===== src/rtl/pong_pkg.sv =====
// Shared definitions for the pong paddle datapath.
//   paddle_state_t : per-channel movement FSM state
//   speed_width()  : bits needed to hold a step size of 1..max_speed
//   max_pos()      : lowest legal top-line y (paddle fully on screen)
//   center()       : reset position, midway between 0 and max_pos
package pong_pkg;

  typedef enum logic [1:0] {
    IDLE      = 2'd0,
    MOVE_UP   = 2'd1,
    MOVE_DOWN = 2'd2
  } paddle_state_t;

  function automatic int speed_width(input int max_speed);
    return $clog2(max_speed + 1);
  endfunction

  function automatic int max_pos(input int screen_height, input int paddle_height);
    return screen_height - paddle_height;
  endfunction

  function automatic int center(input int screen_height, input int paddle_height);
    return (screen_height - paddle_height) / 2;
  endfunction

endpackage


===== src/rtl/paddle_channel.sv =====
// One paddle: button synchronisers, movement FSM, speed ramp and clamped
// position register.
//   clk, reset : system clock, synchronous active-high reset
//   up, down   : raw (asynchronous) buttons
//   tick       : movement strobe shared by all channels
//   freeze     : hold paddle; FSM forced idle on ticks
//   pos        : top-line y of the paddle
module paddle_channel
  import pong_pkg::*;
#(
  parameter int POS_W       = 10,
  parameter int MAX_POS     = 416,
  parameter int CENTER      = 208,
  parameter int MAX_SPEED   = 8,
  parameter int ACCEL_TICKS = 4
) (
  input  logic             clk,
  input  logic             reset,
  input  logic             up,
  input  logic             down,
  input  logic             tick,
  input  logic             freeze,
  output logic [POS_W-1:0] pos
);

  localparam int SPD_W  = speed_width(MAX_SPEED);
  localparam int HOLD_W = (ACCEL_TICKS > 1) ? $clog2(ACCEL_TICKS) : 1;
  localparam logic [POS_W:0]    MAX_POS_X = (POS_W+1)'(MAX_POS);
  localparam logic [SPD_W-1:0]  SPD_ONE   = SPD_W'(1);
  localparam logic [SPD_W-1:0]  SPD_MAX   = SPD_W'(MAX_SPEED);
  localparam logic [HOLD_W-1:0] HOLD_LAST = HOLD_W'(ACCEL_TICKS - 1);

  logic [1:0]        up_sync, down_sync;
  paddle_state_t     state, state_nxt, dir;
  logic [SPD_W-1:0]  speed, speed_nxt, step;
  logic [HOLD_W-1:0] hold, hold_nxt;
  logic [POS_W-1:0]  pos_nxt;
  logic              move;
  logic [POS_W:0]    pos_x, step_x, up_val, dn_sum, dn_val;

  always_ff @(posedge clk) begin
    if (reset) begin
      up_sync   <= '0;
      down_sync <= '0;
      state     <= IDLE;
      speed     <= SPD_ONE;
      hold      <= '0;
      pos       <= POS_W'(CENTER);
    end else begin
      up_sync   <= {up_sync[0], up};
      down_sync <= {down_sync[0], down};
      state     <= state_nxt;
      speed     <= speed_nxt;
      hold      <= hold_nxt;
      pos       <= pos_nxt;
    end
  end

  // Both buttons or neither cancel each other out.
  always_comb begin
    dir = IDLE;
    if (up_sync[1] && !down_sync[1])      dir = MOVE_UP;
    else if (down_sync[1] && !up_sync[1]) dir = MOVE_DOWN;
  end

  always_comb begin
    state_nxt = state;
    speed_nxt = speed;
    hold_nxt  = hold;
    step      = SPD_ONE;
    move      = 1'b0;
    if (tick) begin
      if (freeze || dir == IDLE) begin
        state_nxt = IDLE;
        speed_nxt = SPD_ONE;
        hold_nxt  = '0;
      end else if (dir != state) begin
        // Entry or reversal always restarts the ramp with a single-line step.
        state_nxt = dir;
        speed_nxt = SPD_ONE;
        hold_nxt  = '0;
        move      = 1'b1;
      end else begin
        step = speed;
        move = 1'b1;
        if (hold == HOLD_LAST) begin
          hold_nxt = '0;
          if (speed != SPD_MAX) speed_nxt = speed + SPD_ONE;
        end else begin
          hold_nxt = hold + HOLD_W'(1);
        end
      end
    end
  end

  // One extra bit so pos+step can exceed MAX_POS without wrapping.
  always_comb begin
    pos_x   = {1'b0, pos};
    step_x  = (POS_W+1)'(step);
    up_val  = (pos_x < step_x) ? '0 : pos_x - step_x;
    dn_sum  = pos_x + step_x;
    dn_val  = (dn_sum > MAX_POS_X) ? MAX_POS_X : dn_sum;
    pos_nxt = pos;
    if (move) pos_nxt = (dir == MOVE_UP) ? up_val[POS_W-1:0] : dn_val[POS_W-1:0];
  end

endmodule


===== src/rtl/paddle_control_n.sv =====
// N-player paddle controller: shared movement tick divider plus one
// paddle_channel per player.
//   i_clk, i_reset   : system clock, synchronous active-high reset
//   i_up, i_down     : per-player raw buttons
//   i_freeze         : hold all paddles
//   o_paddle_pos     : player k position at [k*POS_W +: POS_W]
//   o_at_top/bottom  : player k at position 0 / MAX_POS
//   o_tick           : one-cycle movement strobe
module paddle_control_n
  import pong_pkg::*;
#(
  parameter int NUM_PLAYERS   = 2,
  parameter int SCREEN_HEIGHT = 480,
  parameter int PADDLE_HEIGHT = 64,
  parameter int POS_W         = 10,
  parameter int TICK_DIV      = 250000,
  parameter int MAX_SPEED     = 8,
  parameter int ACCEL_TICKS   = 4
) (
  input  logic                         i_clk,
  input  logic                         i_reset,
  input  logic [NUM_PLAYERS-1:0]       i_up,
  input  logic [NUM_PLAYERS-1:0]       i_down,
  input  logic                         i_freeze,
  output logic [NUM_PLAYERS*POS_W-1:0] o_paddle_pos,
  output logic [NUM_PLAYERS-1:0]       o_at_top,
  output logic [NUM_PLAYERS-1:0]       o_at_bottom,
  output logic                         o_tick
);

  localparam int MAX_POS = max_pos(SCREEN_HEIGHT, PADDLE_HEIGHT);
  localparam int CTR     = center(SCREEN_HEIGHT, PADDLE_HEIGHT);
  localparam int CNT_W   = $clog2(TICK_DIV);

  if (NUM_PLAYERS < 1)                 begin : g_bad_np  $error("NUM_PLAYERS must be >= 1"); end
  if (PADDLE_HEIGHT >= SCREEN_HEIGHT)  begin : g_bad_ph  $error("PADDLE_HEIGHT must be < SCREEN_HEIGHT"); end
  if ((2 ** POS_W) < SCREEN_HEIGHT)    begin : g_bad_pw  $error("POS_W too small for SCREEN_HEIGHT"); end
  if (TICK_DIV < 2)                    begin : g_bad_td  $error("TICK_DIV must be >= 2"); end
  if (MAX_SPEED < 1)                   begin : g_bad_ms  $error("MAX_SPEED must be >= 1"); end
  if (ACCEL_TICKS < 1)                 begin : g_bad_at  $error("ACCEL_TICKS must be >= 1"); end

  logic [CNT_W-1:0] tick_cnt;

  assign o_tick = (tick_cnt == CNT_W'(TICK_DIV - 1));

  always_ff @(posedge i_clk) begin
    if (i_reset)     tick_cnt <= '0;
    else if (o_tick) tick_cnt <= '0;
    else             tick_cnt <= tick_cnt + CNT_W'(1);
  end

  for (genvar k = 0; k < NUM_PLAYERS; k++) begin : g_ch
    paddle_channel #(
      .POS_W      (POS_W),
      .MAX_POS    (MAX_POS),
      .CENTER     (CTR),
      .MAX_SPEED  (MAX_SPEED),
      .ACCEL_TICKS(ACCEL_TICKS)
    ) u_ch (
      .clk   (i_clk),
      .reset (i_reset),
      .up    (i_up[k]),
      .down  (i_down[k]),
      .tick  (o_tick),
      .freeze(i_freeze),
      .pos   (o_paddle_pos[k*POS_W +: POS_W])
    );

    assign o_at_top[k]    = (o_paddle_pos[k*POS_W +: POS_W] == '0);
    assign o_at_bottom[k] = (o_paddle_pos[k*POS_W +: POS_W] == POS_W'(MAX_POS));
  end

endmodule


===== config.mk =====
export PLATFORM = sky130hd
export DESIGN_NAME = paddle_control_n
export DESIGN_NICKNAME = d
export VERILOG_FILES = /design/src/rtl/pong_pkg.sv /design/src/rtl/paddle_channel.sv /design/src/rtl/paddle_control_n.sv
export SDC_FILE = /design/constraint.sdc
export NUM_CORES = 1
export LEC_CHECK = 0
export ABC_AREA = 1
export BUFFER_PORTS_ARGS = -buffer_cell sky130_fd_sc_hd__buf_2
export CAP_MARGIN = 40
export CORE_ASPECT_RATIO = 0.9
export CORE_MARGIN = 2
export CORE_UTILIZATION = 61
export CTS_BUF_LIST = sky130_fd_sc_hd__clkbuf_4 sky130_fd_sc_hd__clkbuf_8 sky130_fd_sc_hd__clkbuf_16
export DETAILED_ROUTE_END_ITERATION = 10
export PLACE_DENSITY = 0.81
export SYNTH_ARGS = -nofsm -noshare
export SYNTH_HDL_FRONTEND = slang
export SYNTH_SLANG_ARGS = --single-unit

===== constraint.sdc =====
create_clock -name i_clk -period 4.25 [get_ports i_clk]
set_clock_uncertainty 0.1 [all_clocks]
set_input_delay 0 -clock i_clk [delete_from_list [all_inputs] [get_ports i_clk]]
set_output_delay 0 -clock i_clk [all_outputs]
set_load 0.1 [all_outputs]

==> metrics, run 1 <==
die height=about 83 µm; CTS Sinks=slightly above 60; Final ANT Viol Nets=0; nets@finish=between 700 and 800; outcome=complete, no violations; power per cell area=~260 nW/µm²; grt ovf=0; initial antenna violation count=0; TritonRoute pass-1 iters=5; Hold Crit Class=reg2reg; Slew Limit Fails=0; Via Count=about 4400; first-pass GRT wire length=between 15 and 20 mm; vias per cell=5.64; clock buffer depth=2; post-layout min period=approximately 3.9 ns; Clock Latency Late Sink=around 0.35 ns; Setup crit start kind=register; met3 usage=~6.6%; Crit Path Max Fanout=8; fin crit share=91.9%; sequential cell area fraction in the yosys report=29.2%; global route hottest layer=met2; number of DRC violations after detailed-routing iteration 0=roughly 240; final hold viol count=0; Die ar.=around 7600 µm²; Hold Worst Slack=0.309 ns; Layout area overhead=13.0%; Yosys top cell by area=dfxtp_1; Synth Instances=between 600 and 700; Critical Path AT=4.09 ns; met2 Use GR=a little under half; met1 usage=35.8%; Rel. slew slack=61.1%; Post-Synthesis Cell Area=about 4200 µm²; Max Cap Viol=0; port buffer count=31; CTS tree=yes; antenna fix cells=0; FP Rows=28; setup_tns=0 ns; dpl cells=about 750; non-filler cells, final=~770; Worst-Margin Slew=between 0.5 and 0.6 ns; synthesized flop and latch total=62; Yosys top cell area share=about 30%; Detailed Route WL=10.5 mm; pre-CTS setup slack=slightly below 0.4 ns; Unique masters post-synth=37; Leak=between 0.002 and 0.0025 µW; DP HPWL=7.70 mm; root buffer cell=clkbuf_8; # DRC=0; CP Class=reg2reg; synth warn=0; critical path capture point type=register; Std-Cell Core Area=around 6700 µm²; I/O Pins=32; fraction of layout cells with a size suffix above 1=12.4%; unrepaired setup endpoints after global routing=no; Peak Freq=~260 MHz; Starting Density=a little under two thirds; CTS Buf Count=9; Post-Syn Area per Cell=approximately 6.6 µm²; routability-driven placement congestion ratio=roughly 0.94; gr usage total=28.5%; largest net degree at the start of global routing=28; # fillers=598; required time of the critical path=approximately 4.4 ns; syn_nets=between 600 and 700; Final setup viols=0; drt wl/cell=between 10 and 15 µm; Die X=between 90 and 100 µm; Synth area leaders=dfxtp_1, nand2_1, ha_1, nand3_1, inv_1; CTS H-tree depth=3; maximum VDD drop=between 0.0002 and 0.00025 V; final worst setup slack=roughly 0.34 ns; number of global-route vias before repair=between 4000 and 5000; CTS clk-pin slew, worst paths=~0.08 ns
path summary, 6_finish.rpt:
path                                             start                            endpoint  slack (ns)  depth (start not counted)
setup reg to reg  g_ch[1].u_ch.down_sync[1]$_SDFF_PP0_    g_ch[1].u_ch.pos[2]$_SDFFE_PP0P_        0.34                         18
hold reg to reg     g_ch[1].u_ch.up_sync[0]$_SDFF_PP0_  g_ch[1].u_ch.up_sync[1]$_SDFF_PP0_        0.31                          2
hold / removal      g_ch[1].u_ch.up_sync[0]$_SDFF_PP0_  g_ch[1].u_ch.up_sync[1]$_SDFF_PP0_        0.31                          2
setup / recovery  g_ch[1].u_ch.down_sync[1]$_SDFF_PP0_    g_ch[1].u_ch.pos[2]$_SDFFE_PP0P_        0.34                         18
layer usage:
metal	wire (µm)	vias to the layer above
met5	0	-
met4	170	0
met3	705	21
met2	5150	157
met1	4510	2004
li1	-	2175
what timing repair did:
action                     4_1_cts  5_1_grt
hold buffers                    11        0
setup buffers                    0        0
hold endpoints to repair        15        0
setup endpoints to repair        0        3
resized for setup                0        1
state kept, by name, summed over array words and instances (netlist names):
| signal | flops |
|---|---|
| g_ch.u_ch.down_sync | 4 |
| g_ch.u_ch.pos | 20 |
| g_ch.u_ch.speed | 8 |
| tick_cnt | 18 |
| g_ch.u_ch.up_sync | 4 |
| g_ch.u_ch.state | 4 |
| g_ch.u_ch.hold | 4 |
report_power, final:
part / switching (µW) / leakage [µW] / internal (µW)
registers: 2.91 / 0.000502 / 586
logic: 32.1 / 0.00152 / 18.3
clock network: 257 / 0.000113 / 350
cell families (layout without fill, tap and decap cells):
kind of cell,after synthesis,in the layout,synth area share [%]
and+or+nand+nor,338,338,36.7
adders and majority gates,31,31,9.84
AOI/OAI and AO/OA,86,86,10.7
DFF,62,62,29.2
xor gates and xnor gates,19,19,3.92
buffers and inverters,104,147,9.57
critical path, stage by stage, from the launching register on:
cell and delay (ns):
dfxtp_1 0.33, inv_1 0.04, ha_1 0.28, nor2_1 0.35, inv_1 0.13, nor2_1 0.22, inv_1 0.17, nor3_1 0.32
inv_1 0.08, ha_1 0.42, inv_1 0.11, a21oi_1 0.19, nand2_1 0.13, nand2_1 0.11, xor2_1 0.22, nand2_1 0.12
a21oi_2 0.20, nand3_1 0.11, a21oi_1 0.17
area by class of cell:
cell class              count  area, µm²  area share [%]
well taps                  90        113            2.35
inverters                  88        330            6.88
clock inverters             6       93.8            1.96
clock buffers              10        138            2.87
flip-flops and latches     62       1240            25.9
multi-input cells         474       2610            54.4
repair buffers             43        273            5.68
stage by stage:
| step | util, % | instance area (µm²) | total power, µW |
|---|---|---|---|
| CTS | 72.0 | 4790 | 1250 |
| floorplan | - | 4250 | 632 |
| global placement | 66.9 | 4450 | 643 |
| detailed placement | 66.9 | 4450 | 645 |
| finish | 72.1 | 4800 | 1250 |
| global route | 72.1 | 4800 | 1280 |
cells in the final DEF (no fill, tap or decap), types with 8 or more instances in the layout:
master / instances
nand2_1: 137
nand4_1: 16
inv_1: 78
xor2_1: 14
nor3_1: 26
nand3_1: 60
a21oi_1: 38
ha_1: 27
buf_2: 31
nor2_1: 63
dlygate4sd3_1: 11
inv_2: 9
nand2_2: 8
o21ai_0: 29
dfxtp_1: 62
clkbuf_8: 10
synthesized netlist by cell type:
library cell / instances
clkbuf_2: 1
nor3_1: 27
nor2_1: 63
nor4_1: 3
nand2_1: 137
nand4_1: 16
ha_1: 27
fa_1: 4
nand2_2: 8
o211ai_1: 3
o21ai_1: 6
a21oi_1: 38
nand3_1: 60
a21boi_0: 1
or2_0: 1
clkinv_1: 1
inv_1: 78
xnor2_1: 5
a21oi_2: 1
or4_1: 2
xor2_1: 14
nor2_2: 5
buf_2: 9
a211oi_1: 1
nand3_2: 4
nor3b_1: 4
nor3_4: 1
o21ai_0: 29
nor4_2: 1
dfxtp_1: 62
buf_4: 1
or2_2: 2
nor3_2: 3
nor2_4: 1
clkbuf_1: 5
inv_2: 9
a31oi_1: 7
No activity file was read; power rests on OpenSTA's default activity.
==> run 2, diff against run 1 <==
- CORE_UTILIZATION: 61 -> 63
- CTS_BUF_LIST: sky130_fd_sc_hd__clkbuf_4 sky130_fd_sc_hd__clkbuf_8 sky130_fd_sc_hd__clkbuf_16 -> sky130_fd_sc_hd__clkbuf_2 sky130_fd_sc_hd__clkbuf_4 sky130_fd_sc_hd__clkbuf_8
- GPL_TIMING_DRIVEN: not set -> 0
- PLACE_DENSITY: 0.81 -> 0.83
==> metrics, run 2 (synthesized netlist as in run 1, its figures left out) <==
outcome=complete, no violations; Clock Latency Late Sink=0.36 ns; root buffer cell=clkbuf_8; Via Count=about 4400; TritonRoute pass-1 iters=5; nets@finish=724; CTS clk-pin slew, worst paths=approximately 0.08 ns; commonest non-fill, non-tap cell in the layout=nand2_1; power per cell area=about 260 nW/µm²; final hold viol count=0; port buffer count=30; final total power=1240 µW; initial antenna violation count=0; Final ANT Viol Nets=0; setup_tns=0 ns; placed cell area=~4500 µm²; max reg flops=20; Setup crit start kind=register; number of global-route vias before repair=3939; Worst path slowest cell=dfxtp_1; Worst-Margin Slew=roughly 0.59 ns; terminus of the critical flop-to-flop path=g_ch[1].u_ch.pos[1]$_SDFFE_PP0P_; CP top delay family=simple AND/OR/NAND/NOR gates; Critical Path AT=approximately 4.1 ns; FF-to-FF Start=g_ch[1].u_ch.down_sync[1]$_SDFF_PP0_; Layout area overhead=13.0%; largest net degree at the start of global routing=14; slowest stage delay, CP=around 0.35 ns; first-pass GRT wire length=~17 mm; # DRC=0; post-CTS setup buffer count=0; biggest regs=g_ch.u_ch.pos x20, tick_cnt x18, g_ch.u_ch.speed x8; Hold Crit Class=in2reg; most frequent cells in the layout=nand2_1, inv_1, nor2_1, dfxtp_1, nand3_1; gr usage total=between 20 and 30%; reg-to-reg slack, setup=0.38 ns; Leak=between 0.002 and 0.0025 µW; final worst setup slack=between 0.3 and 0.4 ns; Detailed Route WL=10.5 mm; design area=4800 µm²; Die ar.=about 7400 µm²; Worst Reg-to-Reg Cells=19; Starting Density=between 60 and 70%; CP Cell Sequence=inv_1 -> ha_1 -> nor2_1 -> inv_1 -> nor2_1 -> inv_1 -> nor3_1 -> inv_1 -> ha_1 -> buf_2 -> inv_1 -> a21oi_1 -> nand2_1 -> nand2_1 -> xor2_1 -> nand2_1 -> a21oi_2 -> nand3_1 -> a21oi_1; routability-driven placement congestion ratio=0.915; Peak Freq=259 MHz; Buffers & Inverters on Critical Path=6; maximum VDD drop=0.000270 V; CTS Buf Count=9; fin crit share=roughly 91%; pre-CTS setup slack=roughly 0.38 ns; I/O Pins=32; CTS H-tree depth=3; die height=~80 µm; post-layout min period=about 3.9 ns; Top reg by flops=g_ch.u_ch.pos; Rel. slew slack=60.9%; Max Cap Viol=0; fraction of layout cells with a size suffix above 1=between 10% and 20%; Final setup viols=0; CP Class=reg2reg; antenna fix cells=0; Std-Cell Core Area=between 6000 and 7000 µm²; worst hold path endpoint=g_ch[0].u_ch.state[0]$_SDFFE_PP0P_; number of DRC violations after detailed-routing iteration 0=between 300 and 400; critical path capture point type=register; FP Rows=28; unrepaired setup endpoints after global routing=no; Die X=between 90 and 100 µm; hold_sp=i_reset; Crit Path Max Fanout=8; required time of the critical path=roughly 4.4 ns; DP HPWL=approximately 8 mm; Hold Path Cell Cnt=2; crit-path most repeated cell=inv_1; grt ovf=0; CTS tree=yes; clock buffer depth=2; CTS Sinks=62; Slew Limit Fails=0; vias per cell=approximately 5.6; drt wl/cell=around 13 µm
[run 2: changes by cell type in the layout (fill, tap and decap cells not counted), sizes merged]
cell	previous run	this run
buf	32	40
clkinv	3	2
dlygate4sd3	11	5
inv	88	90
clkbuf	10	15
[run 2: how the worst max path moves through the flow]
stage | from | to | slack (ns) | depth (start not counted)
after global routing | g_ch[1].u_ch.down_sync[1]$_SDFF_PP0_ | g_ch[1].u_ch.pos[1]$_SDFFE_PP0P_ | 0.03 | 19
after CTS | g_ch[1].u_ch.down_sync[1]$_SDFF_PP0_ | g_ch[1].u_ch.pos[6]$_SDFFE_PP1P_ | 0.36 | 23
after global placement | tick_cnt[0]$_SDFF_PP0_ | g_ch[0].u_ch.pos[6]$_SDFFE_PP1P_ | 0.51 | 18
after detailed placement | g_ch[1].u_ch.down_sync[1]$_SDFF_PP0_ | g_ch[1].u_ch.pos[6]$_SDFFE_PP1P_ | 0.38 | 23
after floorplan | tick_cnt[0]$_SDFF_PP0_ | g_ch[0].u_ch.pos[0]$_SDFFE_PP0P_ | 0.62 | 21
final | g_ch[1].u_ch.down_sync[1]$_SDFF_PP0_ | g_ch[1].u_ch.pos[1]$_SDFFE_PP0P_ | 0.38 | 19
[run 2: area by class of cell]
type / instances / area, µm²
Buffer: 16 / 76.3
Clock buffer: 9 / 124
Clock inverter: 7 / 103
Fill cell: 571 / 1750
Inverter: 88 / 330
Multi-Input combinational cell: 474 / 2610
Sequential cell: 62 / 1240
Tap cell: 90 / 113
Timing Repair Buffer: 35 / 200
[run 2: routing by layer]
metal	GRT usage, %	wire [µm]	vias up
li1	-	-	2188
met1	36.9	4660	1973
met2	49.3	4970	169
met3	5.78	675	23
met4	9.08	170	0
met5	0	0	-
[run 2: power by group]
part	internal [µW]	leakage, µW	switching [µW]
Sequential	586	0.000502	2.87
Clock	337	0.000111	270
Combinational	15.4	0.00153	31.4
Total	939	0.00214	304
[run 2: timing repair]
item / CTS / global route
hold buffers: 5 / 0
endpoints found under the hold margin: 9 / 0
gates resized for setup: 0 / 1
setup endpoints to repair: 0 / 5
[run 2: metrics by stage]
stage,instances,hold slack [ns],utilization (%)
floorplan,640,0.00697,-
global placement,760,0.100,68.9
detailed placement,760,0.113,68.9
CTS,781,0.0150,73.2
global route,781,0.0402,73.2
finish,781,0.0318,73.2
